## src/rtl/tone_freq_meter.sv

```systemverilog
// Tone frequency meter: counts synchronised rising edges of tone_in over a
// fixed window of GATE_CYCLES in_clk cycles and reports the count. Windows
// follow each other back to back with no dead cycle.
module tone_freq_meter #(
    parameter int unsigned GATE_CYCLES = 50_000_000,
    parameter int unsigned SYNC_STAGES = 2
) (
    input  logic        in_clk,
    input  logic        reset,
    input  logic        enable,
    input  logic        tone_in,
    output logic [31:0] freq_out,
    output logic        freq_valid,
    output logic        tone_present
);

    // gate_cnt only has to reach GATE_CYCLES-1, so clog2 of the window is enough
    localparam int unsigned GW = (GATE_CYCLES > 2) ? $clog2(GATE_CYCLES) : 1;
    localparam logic [GW-1:0] GATE_LAST = GW'(GATE_CYCLES - 1);

    typedef enum logic [0:0] {
        ST_IDLE = 1'b0,
        ST_GATE = 1'b1
    } state_e;

    state_e                 state_q, state_d;
    logic [SYNC_STAGES-1:0] sync_q, sync_d;
    logic                   prev_q, prev_d;
    logic [GW-1:0]          gate_q, gate_d;
    logic [31:0]            edge_q, edge_d;
    logic [31:0]            freq_q, freq_d;
    logic                   valid_q, valid_d;
    logic                   present_q, present_d;
    logic                   rise_s;
    logic [31:0]            edge_sum_s;

    // Synchroniser shift and one-cycle edge history; runs in every state
    always_comb begin
        sync_d     = {sync_q[SYNC_STAGES-2:0], tone_in};
        prev_d     = sync_q[SYNC_STAGES-1];
        rise_s     = sync_q[SYNC_STAGES-1] & ~prev_q;
        edge_sum_s = edge_q + {31'd0, rise_s};
    end

    // Gate FSM: window counting, result capture on the last window cycle, abort
    always_comb begin
        state_d   = state_q;
        gate_d    = gate_q;
        edge_d    = edge_q;
        freq_d    = freq_q;
        valid_d   = 1'b0;
        present_d = present_q;
        case (state_q)
            ST_IDLE: begin
                gate_d = '0;
                edge_d = 32'd0;
                if (enable) begin
                    state_d = ST_GATE;
                end else begin
                    state_d = ST_IDLE;
                end
            end
            ST_GATE: begin
                if (gate_q == GATE_LAST) begin
                    // An edge seen on the last window cycle still belongs to it
                    freq_d    = edge_sum_s;
                    present_d = (edge_sum_s != 32'd0);
                    valid_d   = 1'b1;
                    gate_d    = '0;
                    edge_d    = 32'd0;
                    if (enable) begin
                        state_d = ST_GATE;
                    end else begin
                        state_d = ST_IDLE;
                    end
                end else if (!enable) begin
                    // Abort: drop the partial count, keep the last result
                    state_d = ST_IDLE;
                    gate_d  = '0;
                    edge_d  = 32'd0;
                end else begin
                    state_d = ST_GATE;
                    gate_d  = gate_q + GW'(1);
                    edge_d  = edge_sum_s;
                end
            end
            default: begin
                state_d = ST_IDLE;
                gate_d  = '0;
                edge_d  = 32'd0;
            end
        endcase
    end

    // State and output registers with synchronous reset
    always_ff @(posedge in_clk) begin
        if (reset) begin
            state_q   <= ST_IDLE;
            sync_q    <= '0;
            prev_q    <= 1'b0;
            gate_q    <= '0;
            edge_q    <= 32'd0;
            freq_q    <= 32'd0;
            valid_q   <= 1'b0;
            present_q <= 1'b0;
        end else begin
            state_q   <= state_d;
            sync_q    <= sync_d;
            prev_q    <= prev_d;
            gate_q    <= gate_d;
            edge_q    <= edge_d;
            freq_q    <= freq_d;
            valid_q   <= valid_d;
            present_q <= present_d;
        end
    end

    assign freq_out     = freq_q;
    assign freq_valid   = valid_q;
    assign tone_present = present_q;

endmodule

```

## config.mk

```make
export PLATFORM = sky130hd
export DESIGN_NAME = tone_freq_meter
export DESIGN_NICKNAME = d
export VERILOG_FILES = /design/src/rtl/tone_freq_meter.sv
export SDC_FILE = /design/constraint.sdc
export NUM_CORES = 1
export LEC_CHECK = 0
export ABC_CLOCK_PERIOD_IN_PS = 2300
export BUFFER_PORTS_ARGS = -buffer_cell sky130_fd_sc_hd__clkbuf_2
export CORE_ASPECT_RATIO = 2
export CORE_MARGIN = 3
export CORE_UTILIZATION = 40
export CTS_BUF_LIST = sky130_fd_sc_hd__clkbuf_16
export DETAILED_ROUTE_END_ITERATION = 7
export PLACE_DENSITY = 0.64
export SYNTH_ARGS = -nofsm -noshare
export SYNTH_HDL_FRONTEND = slang
export SYNTH_SLANG_ARGS = --single-unit
```

## constraint.sdc

```tcl
create_clock -name in_clk -period 2.3 [get_ports in_clk]
set_input_delay 0.115 -clock in_clk [delete_from_list [all_inputs] [get_ports in_clk]]
set_output_delay 0.115 -clock in_clk [all_outputs]
set_load 0.02 [all_outputs]
```

-- Word-level counts from Yosys, hierarchy flattened
Index checks and enable logic that the tools add are counted.
- flip-flop bits (word level): 96
- input bits: 4
- output and inout port bits: 34
- logic and storage cells: 25
- add/sub/neg operators: 2
- equal/unequal tests: 1
- muxes and demuxes: 8
- bitwise gates (word level): 3
- reductions and logical operators: 3
- operators with widths (kind ; count):
    $mux 32 ; 2
    $pmux 32 s2 ; 1
    $mux 26 ; 2
    $pmux 26 s2 ; 1
    $add 32x1->32 ; 1
    $reduce_bool 32->1 ; 1
    $add 26x1->26 const B ; 1
    $eq 26x26->1 const B ; 1
    $mux 1 ; 2
    $not 1->1 ; 2
    $reduce_and 2->1 ; 1
    $reduce_or 2->1 ; 1
    $and 1x1->1 ; 1

-- Longest topological paths before layout
- depth after elaboration: 6
- depth in mapped cells: 10
- depth with buffers taken out: 10

-- Worst setup path after synthesis
No wires, ideal clock.
- path kind: reg2reg
- start: register sync_q[1]
- end: register present_q (netlist: tone_present)
- library setup time: 0.131 ns
- arrival time: 2.154 ns
- required time: 2.169 ns
- slack: 0.015 ns
- stages on the path, launching flop included: 11
- path buffers: 0
- clock period less this slack: 2.285 ns
- cells stage by stage: dfxtp_1 -> nor2b_1 -> ha_1 -> ha_1 -> and4_1 -> nand4_1 -> nor3_1 -> xnor2_1 -> nand4_1 -> nor4_1 -> nor3_1
- word-level cells in the longest chain between the ends: 3
- RTL lines (what ; line ; source):
    start: declaration ; 27 ; logic [SYNC_STAGES-1:0] sync_q, sync_d;
    start signal: assignment ; 108 ; sync_q <= sync_d;
    $and 1x1->1 ; 41 ; rise_s = sync_q[SYNC_STAGES-1] & ~prev_q;
    $add 32x1->32 ; 42 ; edge_sum_s = edge_q + {31'd0, rise_s};
    $reduce_bool 32->1 ; 67 ; present_d = (edge_sum_s != 32'd0);
    end signal: assignment ; 114 ; present_q <= present_d;
    end: declaration ; 33 ; logic present_q, present_d;
Every way passes these cells.
A chain may end at the register's enable or synchronous reset.

-- Worst setup path in the final report
Same ends and word-level chain as after synthesis.

==> impl_metrics.json <==
{
  "run_status": "finished clean",
  "synth_area_per_cell_um2": 8.33,
  "portBuffers": 37,
  "crit_path_from": "sync_q[1]$_SDFF_PP0_",
  "fillerInstances": 1046,
  "finalWorstPathRequiredPeriod_ns": 2.29,
  "detail_route.first_pass.iterations": 4,
  "number_of_instances_in_the_synthesized_netlist": 511,
  "critical_path_buf_inv_count": 1,
  "crit_family": "simple AND/OR/NAND/NOR gates",
  "vias_in_the_first_global_route": 3958,
  "synth_cell_types": 46,
  "finish.cell_count_without_fillers": 736,
  "irDropWorstVdd_mv": 0.456,
  "via_per_inst": 5.25,
  "crit_path_max_fanout": 3,
  "grt_overflow_total": 0,
  "hold_path_class": "primary input to flip-flop",
  "drc": 0,
  "tritoncts.num_buffers": 9,
  "core_area_um2": 10300,
  "critical_path.cell_chain": "nor2b_4 > ha_4 > ha_4 > buf_6 > or3_1 > o21ai_1 > nand3_1 > nor4_1 > nand4_1 > nor4_2 > nor3_1",
  "synth_top_area_frac": 0.451,
  "cts_buffer_depth": 2,
  "dieHeight_um": 152,
  "wl_um": 11300,
  "setup_viol_count_final": 0,
  "mappedNetlistArea_um2": 4260,
  "io_pins": 38,
  "cts.reportedPaths.clkPinSlew_ns": 0.07,
  "clock_tree_from_tritoncts": "built",
  "insertion_delay_ns": 0.35,
  "worst_clock_skew_ns": 0.00675,
  "cts.sinks": 96,
  "postLayoutSetupSlackWorst_ns": 0.00885,
  "postPlaceCellArea_um2": 4890,
  "post-synth-top-count-cell": "sky130_fd_sc_hd__nor2_1",
  "place_inst": 711,
  "syn-num-nets": 519,
  "worst-slew-pin-transition_ns": 0.397,
  "ant_nets": 0,
  "antenna_found_initial": 0,
  "regToRegStartpoint": "sync_q[1]$_SDFF_PP0_",
  "hold_viol": 0,
  "hold_path.startpoint": "enable",
  "final_layout_size_suffix_gt1_frac": 0.243,
  "antenna_cells_inserted": 0,
  "timing.critical_path.required_ns": 2.52,
  "yosys-top-cells-area": "sky130_fd_sc_hd__dfxtp_1, sky130_fd_sc_hd__nor2_1, sky130_fd_sc_hd__xnor2_1",
  "synth-seq-cells": 96,
  "slew_violations": 0,
  "maxClockFrequency_mhz": 436,
  "htreeDepth": 3,
  "critPathSlowestCell": "sky130_fd_sc_hd__or3_1",
  "worst_setup_path_end_kind": "flip-flop",
  "crit_path_frequent_cell": "sky130_fd_sc_hd__ha_4",
  "total_leakage_power_nw": 2.04,
  "clock-root-buffer": "sky130_fd_sc_hd__clkbuf_16",
  "synth-edff-count": 0,
  "max_slew_margin": 0.736,
  "pin_count_of_the_biggest_net_entering_global_routing": 38,
  "yosys_warnings": 0,
  "die_area_um2": 12000,
  "synth-seq-area-share": 0.451,
  "global_route.usage.total": 0.202,
  "std_cell_rows": 52,
  "crit_path_max_incr_delay_ns": 0.33,
  "grt_setup_unrepaired": "true",
  "worst-setup-path-type": "flip-flop to flip-flop",
  "place.detailed.hpwl_um": 8500,
  "layout.core_utilization": 0.540,
  "die_width_um": 78.9,
  "post-layout-total-power_w": 0.00352,
  "finish.instance_area_um2": 5550,
  "post_synth_most_frequent_cells": "sky130_fd_sc_hd__nor2_1, sky130_fd_sc_hd__dfxtp_1, sky130_fd_sc_hd__a21oi_1, sky130_fd_sc_hd__nand2_1, sky130_fd_sc_hd__nand3_1",
  "crit_path_start_kind": "flip-flop",
  "synthFlopType": "sky130_fd_sc_hd__dfxtp_1",
  "synthArstFlopShare": 0,
  "place_worst_setup_slack_ns": -0.136,
  "area_growth_syn_to_layout_pct": 30.4,
  "cell_type_with_the_highest_aggregate_area_in_the_netlist": "sky130_fd_sc_hd__dfxtp_1",
  "post-route-period-util": 0.996,
  "grt_pass1_wl_um": 18900,
  "gp_routability_congestion": 0.908,
  "vias": 3867,
  "wl_per_cell_um": 15.4,
  "initial_core_util": 0.414,
  "layout.nets": 604,
  "power-per-cell-area_nw_per_um2": 634,
  "critical_path_arrival_ns": 2.51,
  "maxCapViolCount": 0,
  "drtIter0Drc": 165
}
-- flip-flops by register name (all words and copies together), names as in the netlist --
| name | count |
|---|---|
| edge_q | 32 |
| freq_out | 32 |
| gate_q | 26 |
| sync_q | 2 |
| freq_valid | 1 |
| prev_q | 1 |
| state_q | 1 |
| tone_present | 1 |
-- final cells by class --
class	instances	area, µm²	area share
multi-input combinational	383	2400	0.432
sequential	96	1920	0.347
clock buffer	9	225	0.0406
clock inverter	7	141	0.0255
timing repair buffer	97	661	0.119
inverter	9	33.8	0.00609
tap	135	169	0.0304
-- where the power goes --
group          switching, W  internal [W]  total [W]
clock              0.000635       0.00117    0.00181
combinational     0.0000249     0.0000142  0.0000391
sequential       0.00000278       0.00167    0.00167
-- routing by layer --
metal / up-vias / global-route usage / wire length, µm
met2: 69 / 0.393 / 6560
met5: - / 0 / 0
met1: 1859 / 0.176 / 3860
met3: 35 / 0.0397 / 268
met4: 0 / 0.134 / 634
li1: 1904 / - / -
-- worst paths after layout --
| kind | endpoint | slack [ns] | cells past startpoint |
|---|---|---|---|
| setup / recovery | tone_present$_SDFFE_PP0P_ | 0.009 | 11 |
| setup reg to reg | tone_present$_SDFFE_PP0P_ | 0.009 | 11 |
| hold reg to reg | freq_out[9]$_SDFFE_PP0P_ | 0.45 | 2 |
| hold / removal | state_q$_SDFF_PP0_ | 0.03 | 2 |
-- timing repair --
item | 4_1_cts | 5_1_grt
buffers inserted | 2 | 5
endpoints found under the setup margin | 5 | 4
hold buffers | 2 | 0
gates cloned | 0 | 0
pin swaps | 8 | 15
resized for setup | 26 | 18
hold endpoints to repair | 2 | 0
-- metrics by stage --
step	setup TNS, ns	hold WS [ns]
floorplan	0	0.198
global placement	-0.114	0.319
detailed placement	-0.168	0.322
CTS	-0.0108	0.0136
global route	-0.137	0.0277
finish	0	0.0317
-- placed cells by master, fill, tap and decap left out, types with 17 or more instances in the layout --
cell and count:
sky130_fd_sc_hd__nand4_1 17, sky130_fd_sc_hd__nand3_1 26, sky130_fd_sc_hd__nand2_1 32, sky130_fd_sc_hd__clkbuf_2 37, sky130_fd_sc_hd__a21oi_1 34, sky130_fd_sc_hd__dfxtp_1 94, sky130_fd_sc_hd__xor2_1 22, sky130_fd_sc_hd__buf_4 55
sky130_fd_sc_hd__xnor2_1 24, sky130_fd_sc_hd__nor2_1 115
-- cells by family (layout without fill, tap and decap cells) --
group	count (synthesis)	count (layout)	synth area share
simple gates	278	278	0.335
flops	96	96	0.451
compound gates	52	52	0.0667
xor+xnor	48	48	0.0988
buf+inv	32	122	0.0341
fa+ha+maj	4	4	0.0118
mux	1	1	0.00265
No activity file was read; power rests on OpenSTA's default activity.
